===== src/rtl/eth_tx_arbiter_pkg.sv =====
// Shared definitions for the RMII TX arbiter: FSM encoding, default gap length,
// and RMII framing constants also used by the packet generator and receiver.
package eth_tx_arbiter_pkg;

  typedef enum logic [1:0] {
    ST_IDLE   = 2'd0,
    ST_GRANT  = 2'd1,
    ST_ACTIVE = 2'd2,
    ST_GAP    = 2'd3
  } tx_state_t;

  localparam int IFG_DIBITS_DEF = 48;
  localparam int GAP_CNT_W      = 6;

  // Preamble is 7 bytes of 0x55 sent LSB first, i.e. 28 dibits of 2'b01;
  // the SFD byte 0xD5 ends with dibit 2'b11.
  localparam int         RMII_PREAMBLE_DIBITS = 28;
  localparam logic [1:0] RMII_PREAMBLE_DIBIT  = 2'b01;
  localparam logic [1:0] RMII_SFD_LAST_DIBIT  = 2'b11;

  function automatic int ptr_width(input int n);
    return (n > 1) ? $clog2(n) : 1;
  endfunction

endpackage


===== src/rtl/eth_tx_arbiter_rr_arbiter.sv =====
// Combinational round-robin pick: first requester at or after rr_ptr, wrapping
// from N_SRC-1 back to 0.
module eth_tx_arbiter_rr_arbiter #(
  parameter int N_SRC = 2,
  parameter int PTR_W = 1
) (
  input  logic [N_SRC-1:0] req,
  input  logic [PTR_W-1:0] rr_ptr,
  output logic [N_SRC-1:0] pick_onehot,
  output logic [PTR_W-1:0] pick_idx,
  output logic             valid
);

  logic [PTR_W-1:0] cand;

  always_comb begin
    pick_onehot = '0;
    pick_idx    = '0;
    valid       = 1'b0;
    cand        = '0;
    for (int k = 0; k < N_SRC; k++) begin
      cand = PTR_W'((int'(rr_ptr) + k) % N_SRC);
      if (!valid && req[cand]) begin
        valid             = 1'b1;
        pick_idx          = cand;
        pick_onehot[cand] = 1'b1;
      end
    end
  end

endmodule


===== src/rtl/eth_tx_arbiter.sv =====
// Shares the RMII TX pins between N_SRC frame sources: round-robin grant,
// registered dibit forwarding, inter-frame gap, and abort of stuck/runaway sources.
module eth_tx_arbiter
  import eth_tx_arbiter_pkg::*;
#(
  parameter int N_SRC      = 2,
  parameter int IFG_DIBITS = IFG_DIBITS_DEF,
  parameter int START_TO   = 64,
  parameter int MAX_DIBITS = 6144
) (
  input  logic               clk,
  input  logic               rst,
  input  logic               phy_ready,
  input  logic [N_SRC-1:0]   req,
  output logic [N_SRC-1:0]   gnt,
  input  logic [2*N_SRC-1:0] src_txd,
  input  logic [N_SRC-1:0]   src_txen,
  output logic [1:0]         eth_txd,
  output logic               eth_txen,
  output logic               busy,
  output logic               abort
);

  localparam int PTR_W   = ptr_width(N_SRC);
  localparam int LEN_W   = $clog2(MAX_DIBITS + 1);
  localparam int START_W = $clog2(START_TO + 1);

  tx_state_t            state_reg, state_next;
  logic [N_SRC-1:0]     gnt_reg, gnt_next;
  logic [PTR_W-1:0]     g_idx_reg, g_idx_next;
  logic [PTR_W-1:0]     rr_ptr_reg, rr_ptr_next;
  logic [1:0]           txd_reg, txd_next;
  logic                 txen_reg, txen_next;
  logic                 abort_reg, abort_next;
  logic [GAP_CNT_W-1:0] gap_cnt_reg, gap_cnt_next;
  logic [LEN_W-1:0]     len_cnt_reg, len_cnt_next;
  logic [START_W-1:0]   start_cnt_reg, start_cnt_next;

  logic [N_SRC-1:0] pick_onehot;
  logic [PTR_W-1:0] pick_idx;
  logic             pick_valid;
  logic [PTR_W-1:0] rr_ptr_after;
  logic [1:0]       src_dibit [N_SRC];
  logic             sel_txen;
  logic [1:0]       sel_txd;

  genvar gi;
  generate
    for (gi = 0; gi < N_SRC; gi++) begin : g_dibit
      assign src_dibit[gi] = src_txd[2*gi +: 2];
    end
  endgenerate

  eth_tx_arbiter_rr_arbiter #(
    .N_SRC (N_SRC),
    .PTR_W (PTR_W)
  ) u_rr_arbiter (
    .req         (req),
    .rr_ptr      (rr_ptr_reg),
    .pick_onehot (pick_onehot),
    .pick_idx    (pick_idx),
    .valid       (pick_valid)
  );

  assign sel_txen     = src_txen[g_idx_reg];
  assign sel_txd      = src_dibit[g_idx_reg];
  assign rr_ptr_after = (g_idx_reg == PTR_W'(N_SRC - 1)) ? '0 : g_idx_reg + 1'b1;

  always_comb begin
    state_next     = state_reg;
    gnt_next       = gnt_reg;
    g_idx_next     = g_idx_reg;
    rr_ptr_next    = rr_ptr_reg;
    txd_next       = 2'b00;
    txen_next      = 1'b0;
    abort_next     = 1'b0;
    gap_cnt_next   = gap_cnt_reg;
    len_cnt_next   = len_cnt_reg;
    start_cnt_next = start_cnt_reg;

    case (state_reg)
      ST_IDLE: begin
        if (phy_ready && pick_valid) begin
          gnt_next       = pick_onehot;
          g_idx_next     = pick_idx;
          start_cnt_next = '0;
          state_next     = ST_GRANT;
        end
      end

      ST_GRANT: begin
        if (!phy_ready) begin
          gnt_next    = '0;
          rr_ptr_next = rr_ptr_after;
          state_next  = ST_IDLE;
        end else if (sel_txen) begin
          // First dibit goes out on the same edge that enters ACTIVE.
          txen_next    = 1'b1;
          txd_next     = sel_txd;
          len_cnt_next = '0;
          state_next   = ST_ACTIVE;
        end else if (!req[g_idx_reg]) begin
          gnt_next    = '0;
          rr_ptr_next = rr_ptr_after;
          state_next  = ST_IDLE;
        end else if (start_cnt_reg == START_W'(START_TO - 1)) begin
          abort_next  = 1'b1;
          gnt_next    = '0;
          rr_ptr_next = rr_ptr_after;
          state_next  = ST_IDLE;
        end else if (start_cnt_reg != '1) begin
          start_cnt_next = start_cnt_reg + 1'b1;
        end
      end

      ST_ACTIVE: begin
        // len_cnt_reg+1 dibits are already on the pins; a normal end wins over limits.
        if (!sel_txen) begin
          gnt_next     = '0;
          rr_ptr_next  = rr_ptr_after;
          gap_cnt_next = '0;
          state_next   = ST_GAP;
        end else if (!phy_ready || len_cnt_reg == LEN_W'(MAX_DIBITS - 1)) begin
          abort_next   = 1'b1;
          gnt_next     = '0;
          rr_ptr_next  = rr_ptr_after;
          gap_cnt_next = '0;
          state_next   = ST_GAP;
        end else begin
          txen_next = 1'b1;
          txd_next  = sel_txd;
          if (len_cnt_reg != '1) begin
            len_cnt_next = len_cnt_reg + 1'b1;
          end
        end
      end

      ST_GAP: begin
        if (gap_cnt_reg == GAP_CNT_W'(IFG_DIBITS - 1)) begin
          state_next = ST_IDLE;
        end else if (gap_cnt_reg != '1) begin
          gap_cnt_next = gap_cnt_reg + 1'b1;
        end
      end

      default: state_next = ST_IDLE;
    endcase
  end

  always_ff @(posedge clk) begin
    if (rst) begin
      state_reg     <= ST_IDLE;
      gnt_reg       <= '0;
      g_idx_reg     <= '0;
      rr_ptr_reg    <= '0;
      txd_reg       <= 2'b00;
      txen_reg      <= 1'b0;
      abort_reg     <= 1'b0;
      gap_cnt_reg   <= '0;
      len_cnt_reg   <= '0;
      start_cnt_reg <= '0;
    end else begin
      state_reg     <= state_next;
      gnt_reg       <= gnt_next;
      g_idx_reg     <= g_idx_next;
      rr_ptr_reg    <= rr_ptr_next;
      txd_reg       <= txd_next;
      txen_reg      <= txen_next;
      abort_reg     <= abort_next;
      gap_cnt_reg   <= gap_cnt_next;
      len_cnt_reg   <= len_cnt_next;
      start_cnt_reg <= start_cnt_next;
    end
  end

  assign gnt      = gnt_reg;
  assign eth_txd  = txd_reg;
  assign eth_txen = txen_reg;
  assign abort    = abort_reg;
  assign busy     = (state_reg != ST_IDLE);

endmodule

===== config.mk =====
export PLATFORM = sky130hd
export DESIGN_NAME = eth_tx_arbiter
export DESIGN_NICKNAME = d
export VERILOG_FILES = /design/src/rtl/eth_tx_arbiter_pkg.sv /design/src/rtl/eth_tx_arbiter_rr_arbiter.sv /design/src/rtl/eth_tx_arbiter.sv
export SDC_FILE = /design/constraint.sdc
export NUM_CORES = 1
export LEC_CHECK = 0
export ABC_AREA = 0
export BUFFER_PORTS_ARGS = -buffer_cell sky130_fd_sc_hd__clkbuf_2
export CORE_UTILIZATION = 25
export DETAILED_ROUTE_END_ITERATION = 8
export PLACE_DENSITY = 0.46
export SLEW_MARGIN = 20
export SYNTH_ARGS = -nofsm -noshare
export SYNTH_HDL_FRONTEND = slang
export SYNTH_HIERARCHICAL = 1
export SYNTH_SLANG_ARGS = --single-unit
export TNS_END_PERCENT = 1

===== constraint.sdc =====
create_clock -name clk -period 1.7 [get_ports clk]
set_input_delay 0.17 -clock clk [delete_from_list [all_inputs] [get_ports clk]]
set_output_delay 0.17 -clock clk [all_outputs]
set_load 0.02 [all_outputs]

; Yosys cells after proc, flatten, opt, wreduce, memory -nomap -nowiden
; Cells that the tools add are included.
[totals]
ff_bits = 36
latchBits = 0
ram_bits = 0
rom_bits = 0
in_bits = 11
out_inout_bits = 7
elab_cells = 148
memories = 0
[op_classes]
n_addsub = 5
n_mul = 0
div_mod_pow = 0
n_lt_le_gt_ge = 6
eq_ne = 26
shifts = 0
mux = 79
n_bitwise = 2
n_reduce_logical = 20
[op_table]
columns = operator, count
row1 = 2-to-1 mux 13 bit, 5
row2 = 2-to-1 mux 2 bit, 22
row3 = 2-to-1 mux 7 bit, 6
row4 = 2-to-1 mux 1 bit, 31
row5 = "inequality test 2 bit, second input constant", 13
row6 = one-hot mux 13 bit (2 select lines), 1
row7 = 2-to-1 mux 6 bit, 4
row8 = one-hot mux 7 bit (2 select lines), 1
row9 = "adder 13 x 1 -> 13 bit, second input constant", 1
row10 = "== test 13 bit, second input constant", 1
row11 = "inequality test 13 bit, second input constant", 1
row12 = one-hot mux 6 bit (2 select lines), 1
row13 = AND reduction 4 bit, 3
row14 = one-hot mux 2 bit (4 select lines), 1
row15 = nonzero test 2 bit, 4
row16 = "adder 7 x 1 -> 7 bit, second input constant", 1
row17 = "== test 7 x 6 -> 1 bit, second input constant", 1
row18 = "inequality test 7 bit, second input constant", 1
row19 = AND reduction 7 bit, 1
row20 = "adder 6 x 1 -> 6 bit, second input constant", 1
row21 = "== test 6 bit, second input constant", 1
row22 = "< comparator 1 x 2 -> 1 bit, second input constant", 3
row23 = "inequality test 3 bit, second input constant", 2
row24 = "inequality test 6 bit, second input constant", 1
row25 = other kinds (21), 31

; Logic depth before layout (Yosys ltp)
; Gate-level depths: netlist of the first run.
[depth]
word_depth = 9
mapped_depth = 8
mapped_depth_nobuf = 7

; By module
; The synthesis of the first run kept the hierarchy.
[by_module_without_submodules]
columns = module, n_inst, cells_each, area_per_inst_um2
row1 = eth_tx_arbiter, 1, 238, 1985.7
row2 = eth_tx_arbiter_rr_arbiter, 1, 5, 32.5

; Worst setup path after synthesis of the first run
; Ideal clock, no wire load.
[synth_timing]
path_kind = reg2reg
from = register len_cnt_reg[0]
to = register gnt_reg[0], in the netlist gnt[0]
setup_ns = 0.070
t_arrival_ns = 1.817
slack_ns = -0.188
path_stages_with_launch = 7
path_cell_list = dfxtp_1 -> ha_1 -> nand4_2 -> nor3_4 -> o21ai_2 -> or4b_1 -> a21oi_1
[synth_via]
elab_chain_len = 4
[synth_rtl]
columns = item, line_no
row1 = start: declaration, eth_tx_arbiter.sv:36  ; logic [LEN_W-1:0] len_cnt_reg, len_cnt_next;
row2 = start signal: assignment, eth_tx_arbiter.sv:171  ; len_cnt_reg <= len_cnt_next;
row3 = == test 13 bit, eth_tx_arbiter.sv:123  ; end else if (!phy_ready || len_cnt_reg == LEN_W'(MAX_DIBITS - 1)) begin
row4 = logical OR 1 bit, eth_tx_arbiter.sv:123
row5 = inequality test 3 bit (no line), n/a
row6 = AND reduction 5 bit (no line), n/a
row7 = end signal: assignment, eth_tx_arbiter.sv:164  ; gnt_reg <= gnt_next;
row8 = end: declaration, eth_tx_arbiter.sv:29  ; logic [N_SRC-1:0] gnt_reg, gnt_next;
; Every way passes these cells.
; A chain may end at the register's enable or synchronous reset.

; Worst setup path in the final report of the first run
[layout_timing]
from = register len_cnt_reg[11]
to = register gnt_reg[0], in the netlist gnt[0]
; Same word-level chain as after synthesis.

==> results of run 1 <==
layer usage:
layer | up-vias | GRT usage (%)
met5 | - | 0
met4 | 0 | 4.30
met3 | 7 | 2.74
met2 | 20 | 24.1
met1 | 1005 | 17.6
li1 | 1088 | -
metrics by stage:
step	util [%]	total power (uW)	setup TNS, ns	hold slack (ns)
after global placement	35.1	1330	-2.66	0.407
after detailed placement	35.1	1330	-3.25	0.416
after CTS	39.1	2230	-0.508	0.104
after global routing	40.3	2360	-2.65	0.103
final	40.3	2240	-0.602	0.109
after floorplan	-	1130	-0.898	0.314
Yosys cell counts, types with 4 or more instances:
cell type / number
a21oi_1: 19
nand2_1: 17
nand2b_1: 5
or3_1: 7
mux2i_1: 6
nand3_1: 14
o21ai_0: 19
o31ai_1: 4
nor2_1: 19
a21boi_1: 4
and2_1: 5
inv_1: 10
nor4_1: 4
a31oi_1: 7
nor2b_1: 4
dfxtp_1: 36
ha_1: 7
worst paths after layout:
| kind | from | to | slack (ns) | cells after the start |
|---|---|---|---|---|
| min reg2reg | start_cnt_reg[5] | start_cnt_reg[5] | 0.47 | 2 |
| max reg2reg | len_cnt_reg[11] | gnt[0] | -0.09 | 5 |
| min | src_txd[0] | eth_txd[0] | 0.11 | 3 |
| max | len_cnt_reg[11] | gnt[0] | -0.09 | 5 |
final cells by class:
cell class                      count  area share, %
Clock buffer                        7           3.08
Sequential cell                    36           23.4
Clock inverter                      1          0.960
Multi-Input combinational cell    191           46.4
Inverter                           10           1.36
Timing Repair Buffer               88           20.7
Tap cell                          102           4.08
where the power goes:
| group | switching, uW | internal (uW) |
|---|---|---|
| sequential | 21.4 | 866 |
| clock | 327 | 518 |
| combinational | 254 | 258 |
| total | 603 | 1640 |
logic make-up (layout without fill, tap and decap cells):
| logic type | Yosys count | count (layout) |
|---|---|---|
| and+or+nand+nor | 99 | 99 |
| AOI/OAI and AO/OA | 75 | 76 |
| DFF | 36 | 36 |
| buffers and inverters | 17 | 106 |
| muxes | 8 | 8 |
| adders and majority gates | 7 | 7 |
| xor gates and xnor gates | 1 | 1 |
worst register-to-register path: cells and delay by family, from the launching register on:
family | cells | cell delay (ns)
AO/OA/AOI/OAI | 2 | 0.26
AND/OR/NAND/NOR | 3 | 1.15
flip-flops | 1 | 0.32
timing repair:
action | CTS | global route
resized for setup | 32 | 21
setup endpoints to repair | 28 | 31
gates cloned | 2 | 0
buffers inserted | 3 | 0
hold endpoints to repair | 0 | 0
pin swaps | 18 | 9
layout by cell type, fill, tap and decap left out, types with 4 or more instances in the layout:
cell type and count:
dfxtp_2 4, clkbuf_2 17, buf_6 5, and2_1 4
clkbuf_8 7, or3_1 7, a31oi_1 7, nor2b_1 4
o21ai_0 18, inv_1 8, buf_4 64, mux2i_1 6
nor2_1 19, nand3_1 10, a21boi_1 4, a21oi_1 16
nand2b_1 4, dfxtp_1 30, nand2_1 15
==> results_dict.tcl, run 1 <==
set metrics [dict create \
    viasPerCell 4.87 \
    ys_warn_count 6 \
    vdd_ir_drop_max_uv 305 \
    synth-adder-area-share_pct 4.34 \
    cp_top_family "simple AND/OR/NAND/NOR gates" \
    cts_sinks 36 \
    crit_slowest_cell "or4b_1" \
    ys_seq_area_share_pct 35.7 \
    cp-end-kind "flip-flop" \
    critPathKind "reg -> reg" \
    antenna_cells 0 \
    num_rows 32 \
    place_congestion 0.784 \
    crit_required_ns 1.93 \
    drcViolationCount 0 \
    fin_cells 435 \
    synth.net_count 261 \
    largest_register_ffs 13 \
    die_area_sq_um 8440 \
    synth_top_area_share_pct 35.7 \
    dr_wl_met3_um 121 \
    status "complete, but fails checks" \
    synth_compound_area_share_pct 23.6 \
    max_freq_mhz 559 \
    max_slew.worst_pin.slew_ns 0.358 \
    area_growth_pct 54.9 \
    p_leak_uw 0.00127 \
    gr-total-overflow 0 \
    cp_max_fo 4 \
    wl_mm 5.56 \
    grt_pass1_wl_mm 9.52 \
    fin_area_sq_um 3130 \
    synth_cells 243 \
    clockRootBuffer "clkbuf_8" \
    wl_per_cell_um 12.8 \
    clkLatencyLatePin_ns 0.29 \
    ys_top_cells_by_area "dfxtp_1 36%, a21oi_1 4.7%, o21ai_0 4.7%" \
    hold_violations 0 \
    synth-seq-cells 36 \
    netlist_area_sq_um 2020 \
    maxSlewHeadroom_pct 75.5 \
    cts_hold_buf 0 \
    cts_max_path_buffers 2 \
    avgSynthCellArea_sq_um 8.31 \
    fin_skew_ns 0.00816 \
    slew_viol_final 0 \
    synthMuxAreaShare_pct 4.28 \
    final.setup.worst_slack_ns -0.0899 \
    period_share_pct 105 \
    p_per_area_nw_per_um2 718 \
    antenna_found_initial 0 \
    vias 2120 \
    placement.io_buffers 17 \
    cpPeakStageDelay_ns 0.51 \
    cts-buffers-inserted 5 \
    yosys.area.top_type "dfxtp_1" \
    start_util_pct 26.0 \
    placedCellCount 422 \
    fin_nets 350 \
    cts_tree "built" \
    first_pass_iters 4 \
    violations "negative setup slack" \
    cts_htree_levels 2 \
    die_h_um 91.9 \
    holdCritPathClass "in -> reg" \
    grt_pass1_vias 2086 \
    met2RoutedLength_mm 2.69 \
    drt_iter0_drc 39 \
    max_cap_viol_count 0 \
    synth_top_family_by_area "simple AND/OR/NAND/NOR gates" \
    rsz0062_at_grt "true" \
    synthFlopType "dfxtp_1" \
    postRouteAntennaNets 0 \
    crit_chain "nand4b_1, nor3_4, o21ai_2, or4b_1, a21oi_1" \
    cp.arrival_ns 2.02 \
    synth_edf_count 0 \
    multiInputGateArea_sq_um 1450 \
    ios 18 \
    synth-async-reset-ratio_pct 0 \
    clk_pin_slew_ns 0.08 \
    wl_met1_mm 2.68 \
    drive_gt1_share_pct 42.3 \
    ff_latch_area_sq_um 733 \
    top_layer "met4" \
    path_buf_inv 0 \
    place_area_sq_um 2720 \
    grt_max_degree 13 \
    synthSimpleGateAreaFrac_pct 27.5 \
    min_period_ns 1.79 \
    pre_cts_ws_ns -0.233 \
    grt_util_all_layers_pct 14.0 \
    core_sq_um 7770 \
    crit_path_start_kind "flip-flop" \
    fillers 805 \
    hpwl_mm 4.03 \
    synth.distinct_cells 54 \
    fp.dieW_um 91.9 \
    synth_xor_area_share_pct 0.434 \
    setup_viol 15 \
]
No activity file was read; power rests on OpenSTA's default activity.
==> run 2, diff against run 1 <==
--- a/config.mk
+++ b/config.mk
@@ -5,7 +5,7 @@
 export SDC_FILE = /design/constraint.sdc
 export NUM_CORES = 1
 export LEC_CHECK = 0
-export ABC_AREA = 0
+export ABC_AREA = 1
 export BUFFER_PORTS_ARGS = -buffer_cell sky130_fd_sc_hd__clkbuf_2
 export CORE_UTILIZATION = 25
 export DETAILED_ROUTE_END_ITERATION = 8
==> run 2 against run 1 <==
Effect of this change:
- the flow now finishes without violations
- critical path depth is 2 higher
- via count is 4.4% higher
- non-clock buffer count is 47 lower
- largest power group is now combinational cells
==> results_dict.tcl, run 2 <==
set metrics [dict create \
    rsz0062_at_grt "true" \
    fp.dieW_um 96.9 \
    clkLatencyLatePin_ns 0.29 \
    cpMostUsedCell "nand2_1" \
    vdd_ir_drop_max_uv 447 \
    cts_sinks 36 \
    cp.arrival_ns 1.80 \
    status "complete, no violations" \
    layout_commonest_cell "nand2_1" \
    synth-async-reset-ratio_pct 0 \
    cts_htree_levels 2 \
    wl_mm 5.77 \
    antenna_found_initial 0 \
    wl_per_cell_um 11.5 \
    synth_cells 349 \
    fin_skew_ns 0.0114 \
    cpPeakStageDelay_ns 0.39 \
    cp_top_family "simple AND/OR/NAND/NOR gates" \
    grt_pass1_vias 2054 \
    core_sq_um 8720 \
    cts_max_path_buffers 2 \
    crit_required_ns 1.88 \
    vias 2213 \
    drive_gt1_share_pct 22.6 \
    path_buf_inv 1 \
    tns_ns 0 \
    viasPerCell 4.41 \
    yosys.area.top_type "dfxtp_1" \
    period_share_pct 95.4 \
    critPathKind "reg -> reg" \
    placement.io_buffers 17 \
    cp-end-kind "flip-flop" \
    p_leak_uw 0.00121 \
    synth.net_count 367 \
    ff_latch_area_sq_um 727 \
    power_uw 3610 \
    hold_violations 0 \
    p_per_area_nw_per_um2 1280 \
    cp_max_fo 10 \
    num_rows 34 \
    postRouteAntennaNets 0 \
    holdCritPathClass "in -> reg" \
    ios 18 \
    drcViolationCount 0 \
    grt_max_degree 17 \
    min_period_ns 1.62 \
    clk_pin_slew_ns 0.08 \
    max_slew.worst_pin.slew_ns 0.337 \
    start_util_pct 25.8 \
    fin_nets 411 \
    multiInputGateArea_sq_um 1410 \
    ys_seq_area_share_pct 32.0 \
    area_growth_pct 25.5 \
    hpwl_mm 4.29 \
    maxSlewHeadroom_pct 77.3 \
    die_h_um 96.9 \
    cts_tree "built" \
    drt_iter0_drc 65 \
    max_cap_viol_count 0 \
    grt_util_all_layers_pct 12.9 \
    synth-seq-cells 36 \
    synth.distinct_cells 29 \
    fillers 951 \
    synth_most_common_cell "nand2_1" \
    largest_register_ffs 13 \
    setup_viol 0 \
    cts-buffers-inserted 5 \
    ys_warn_count 6 \
    synth_top_area_share_pct 32.0 \
    first_pass_iters 4 \
    crit_path_start_kind "flip-flop" \
    grt_pass1_wl_mm 9.74 \
    netlist_top_cells_count "87 x nand2_1, 47 x nor2_1, 41 x inv_1, 36 x dfxtp_1, 35 x nand3_1" \
    crit_chain "inv_1, ha_2, nand3_2, nand2_4, nand2_1, nand2_1, nor2_1" \
    synthFlopType "dfxtp_1" \
    gr-total-overflow 0 \
    clockRootBuffer "clkbuf_8" \
    ys_top_cells_by_area "dfxtp_1 32%, nand2_1 14%, nor2_1 7.8%" \
    utilization_pct 32.4 \
    place_congestion 0.788 \
    die_area_sq_um 9400 \
    slew_viol_final 0 \
    netlist_area_sq_um 2250 \
    crit_slowest_cell "ha_2" \
    max_freq_mhz 617 \
    antenna_cells 0 \
    avgSynthCellArea_sq_um 6.46 \
    layout_common_cells "86 x nand2_1, 45 x nor2_1, 41 x inv_1" \
    synth_edf_count 0 \
]
==> run 2: what timing repair did <==
action                                  4_1_cts  5_1_grt
hold endpoints to repair                      0        0
pin swaps                                     1       11
resized for setup                             2       24
hold buffers                                  0        0
setup buffers                                 0        5
endpoints found under the setup margin       14       31
==> run 2: kinds of logic after synthesis <==
family / Yosys count / share of synthesized area [%]
compound gates: 46 / 11.3
buf+inv: 49 / 8.50
xor+xnor: 6 / 2.33
fa+ha+maj: 7 / 3.89
flops: 36 / 32.0
simple gates: 205 / 42.0
==> run 2: final cells by class <==
class / instances / share of cell area, %
timing repair buffer: 41 / 9.65
inverter: 45 / 5.97
multi-input combinational: 264 / 50.0
clock inverter: 3 / 1.50
tap: 108 / 4.78
sequential: 36 / 25.7
clock buffer: 5 / 2.43
==> run 2: metrics by stage <==
stage | area, sq um | hold slack, ns | worst slack (ns) | std cells
final | 2830 | 0.105 | 0.0780 | 502
after global routing | 2830 | 0.0989 | -0.0373 | 502
after CTS | 2710 | 0.0954 | 0.0108 | 497
after detailed placement | 2590 | 0.411 | -0.0607 | 489
after global placement | 2590 | 0.405 | 0.000779 | 489
after floorplan | 2250 | 0.310 | 0.187 | 349
==> run 2: report_power, final <==
part	total, uW	internal (uW)	switching (uW)
Sequential	1090	984	104
Clock	767	434	332
Combinational	1750	630	1120
Total	3610	2050	1560
==> run 2: worst reg2reg max path, cell delays in order, from the launching register on <==
cell and delay, ns:
dfxtp_2 0.36, inv_1 0.10, ha_2 0.39, nand3_2 0.29, nand2_4 0.22, nand2_1 0.06
nand2_1 0.06, nor2_1 0.04
==> run 2: worst paths after layout <==
check	from	end	slack [ns]	depth (start not counted)
hold reg to reg	start_cnt_reg[6]	start_cnt_reg[6]	0.46	2
setup / recovery	state_reg[0]	len_cnt_reg[1]	0.08	7
hold / removal	src_txd[0]	eth_txd[0]	0.11	3
setup reg to reg	state_reg[0]	len_cnt_reg[1]	0.08	7
==> run 2: routing by layer <==
layer  vias to the layer above  routed length (um)  share of wire, %  global-route usage, %
met2                        23                2630                46                   21.6
met4                         0                  59               1.0                   3.44
met1                       978                2930                51                   16.6
met3                         6                 136               2.4                   2.82
met5                         -                   0                 0                      0
li1                       1206                   -                 -                      -
==> run 3, diff against run 2 <==
--- a/config.mk
+++ b/config.mk
@@ -7,9 +7,12 @@
 export LEC_CHECK = 0
 export ABC_AREA = 1
 export BUFFER_PORTS_ARGS = -buffer_cell sky130_fd_sc_hd__clkbuf_2
+export CELL_PAD_IN_SITES_DETAIL_PLACEMENT = 0
+export CELL_PAD_IN_SITES_GLOBAL_PLACEMENT = 1
+export CORE_ASPECT_RATIO = 0.75
 export CORE_UTILIZATION = 25
 export DETAILED_ROUTE_END_ITERATION = 8
-export PLACE_DENSITY = 0.46
+export PLACE_DENSITY = 0.58
 export SLEW_MARGIN = 20
 export SYNTH_ARGS = -nofsm -noshare
 export SYNTH_HDL_FRONTEND = slang
==> run 3 against run 2 <==
Effect of this change:
- combinational power increased by 5%
- the run now ends with design-rule violations left
- clock skew decreased by 0.0036 ns
- critical endpoint is now len_cnt_reg[0]
- highest routed layer unchanged
- first-iteration DRC count increased by 83%
- largest power group unchanged
- non-clock buffer count increased by 7
- clock-buffer cell count increased by 3
- total power increased by 6.8%
- setup slack got worse by 0.027 ns
- worst hold slack improved by 0.014 ns
- sequential power about the same
==> results_dict.tcl, run 3 (synthesis results as in run 2) <==
set metrics [dict create \
    area_growth_pct 29.3 \
    crit_required_ns 1.91 \
    largest_register_ffs 13 \
    fin_area_sq_um 2910 \
    path_buf_inv 2 \
    die_h_um 84.2 \
    grt_util_all_layers_pct 13.4 \
    wl_per_cell_um 11.8 \
    drt_iter0_drc 119 \
    final.setup.worst_slack_ns 0.0509 \
    place_area_sq_um 2690 \
    cp_top_family "simple AND/OR/NAND/NOR gates" \
    crit_chain "inv_1, ha_1, nand2_2, nor2_2, nand2_4, buf_4, nand2_1, nand2_1, a21oi_1" \
    pre_cts_ws_ns 0.00888 \
    cts-buffers-inserted 5 \
    vias 2251 \
    crit_path_start_kind "flip-flop" \
    cp-end-kind "flip-flop" \
    hold_violations 0 \
    cpMostUsedCell "nand2_1" \
    min_period_ns 1.65 \
    hpwl_mm 4.59 \
    num_rows 29 \
    drive_gt1_share_pct 22.9 \
    max_freq_mhz 606 \
    antenna_cells 0 \
    critPathKind "reg -> reg" \
    wl_mm 5.99 \
    vdd_ir_drop_max_uv 407 \
    fin_skew_ns 0.00789 \
    grt_pass1_wl_mm 10.1 \
    rsz0062_at_grt "true" \
    slew_viol_final 0 \
    period_share_pct 97.0 \
    setup_viol 0 \
    cts_sinks 36 \
    place_congestion 0.750 \
    max_cap_viol_count 0 \
    cp.arrival_ns 1.86 \
    viasPerCell 4.42 \
    status "complete, but fails checks" \
    grt_max_degree 17 \
    cts_htree_levels 2 \
    clkLatencyLatePin_ns 0.28 \
    layout_commonest_cell "nand2_1" \
    holdCritPathClass "in -> reg" \
    placedCellCount 500 \
    cts_max_path_buffers 2 \
    max_slew.worst_pin.slew_ns 0.426 \
    start_util_pct 26.2 \
    grt_pass1_vias 2089 \
    die_area_sq_um 9400 \
    core_sq_um 8600 \
    p_leak_uw 0.00127 \
    tns_ns 0 \
    postRouteAntennaNets 0 \
    cts_tree "built" \
    clk_pin_slew_ns 0.06 \
    first_pass_iters 6 \
    p_per_area_nw_per_um2 1320 \
    layout_common_cells "84 x nand2_1, 46 x nor2_1, 41 x inv_1" \
    maxSlewHeadroom_pct 71.3 \
    antenna_found_initial 0 \
    fin_cells 509 \
    power_uw 3850 \
    gr-total-overflow 0 \
    violations "design-rule violations" \
    placement.io_buffers 17 \
    cpPeakStageDelay_ns 0.38 \
    drcViolationCount 8 \
    clockRootBuffer "clkbuf_16" \
    crit_slowest_cell "ha_1" \
    cp_max_fo 10 \
    ios 18 \
    fin_nets 418 \
    fp.dieW_um 112 \
]
## run 3: worst register-to-register path, cell delays in order (launching register included)
cell and delay, ns:
dfxtp_1 0.35, inv_1 0.08, ha_1 0.38, nand2_2 0.11
nor2_2 0.17, nand2_4 0.13, buf_4 0.16, nand2_1 0.05
nand2_1 0.05, a21oi_1 0.10
## run 3: report_power, final
| group | internal (uW) | total (uW) | switching (uW) |
|---|---|---|---|
| sequential | 983 | 1080 | 98.0 |
| clock | 585 | 936 | 351 |
| combinational | 685 | 1830 | 1150 |
## run 3: final timing paths
kind              cells after the start          endpoint        startpoint  slack, ns
setup / recovery                      9    len_cnt_reg[0]      state_reg[0]       0.05
hold / removal                        3        eth_txd[1]        src_txd[1]       0.12
setup reg to reg                      9    len_cnt_reg[0]      state_reg[0]       0.05
hold reg to reg                       2  start_cnt_reg[6]  start_cnt_reg[6]       0.47
## run 3: timing repair
item,4_1_cts,5_1_grt
hold buffers,0,0
setup buffers,0,1
endpoints found under the setup margin,1,32
pin swaps,1,9
gates resized for setup,0,20
## run 3: routing by layer
layer	wire [um]	GRT usage [%]
met5	0	0
met3	252	3.54
met1	3420	19.9
met4	45	2.95
met2	2280	19.0
## run 3: area by class of cell
cell class	count	area, sq um
well taps	108	135
flip-flops and latches	36	727
inverters	45	171
multi-input cells	264	1400
fillers	942	5690
repair buffers	48	330
clock buffers	8	146
## run 3: per-stage QoR
stage	hold WS, ns	utilization [%]
floorplan	0.310	-
global placement	0.416	31.3
detailed placement	0.419	31.3
CTS	0.117	33.0
global route	0.126	33.9
finish	0.120	33.9
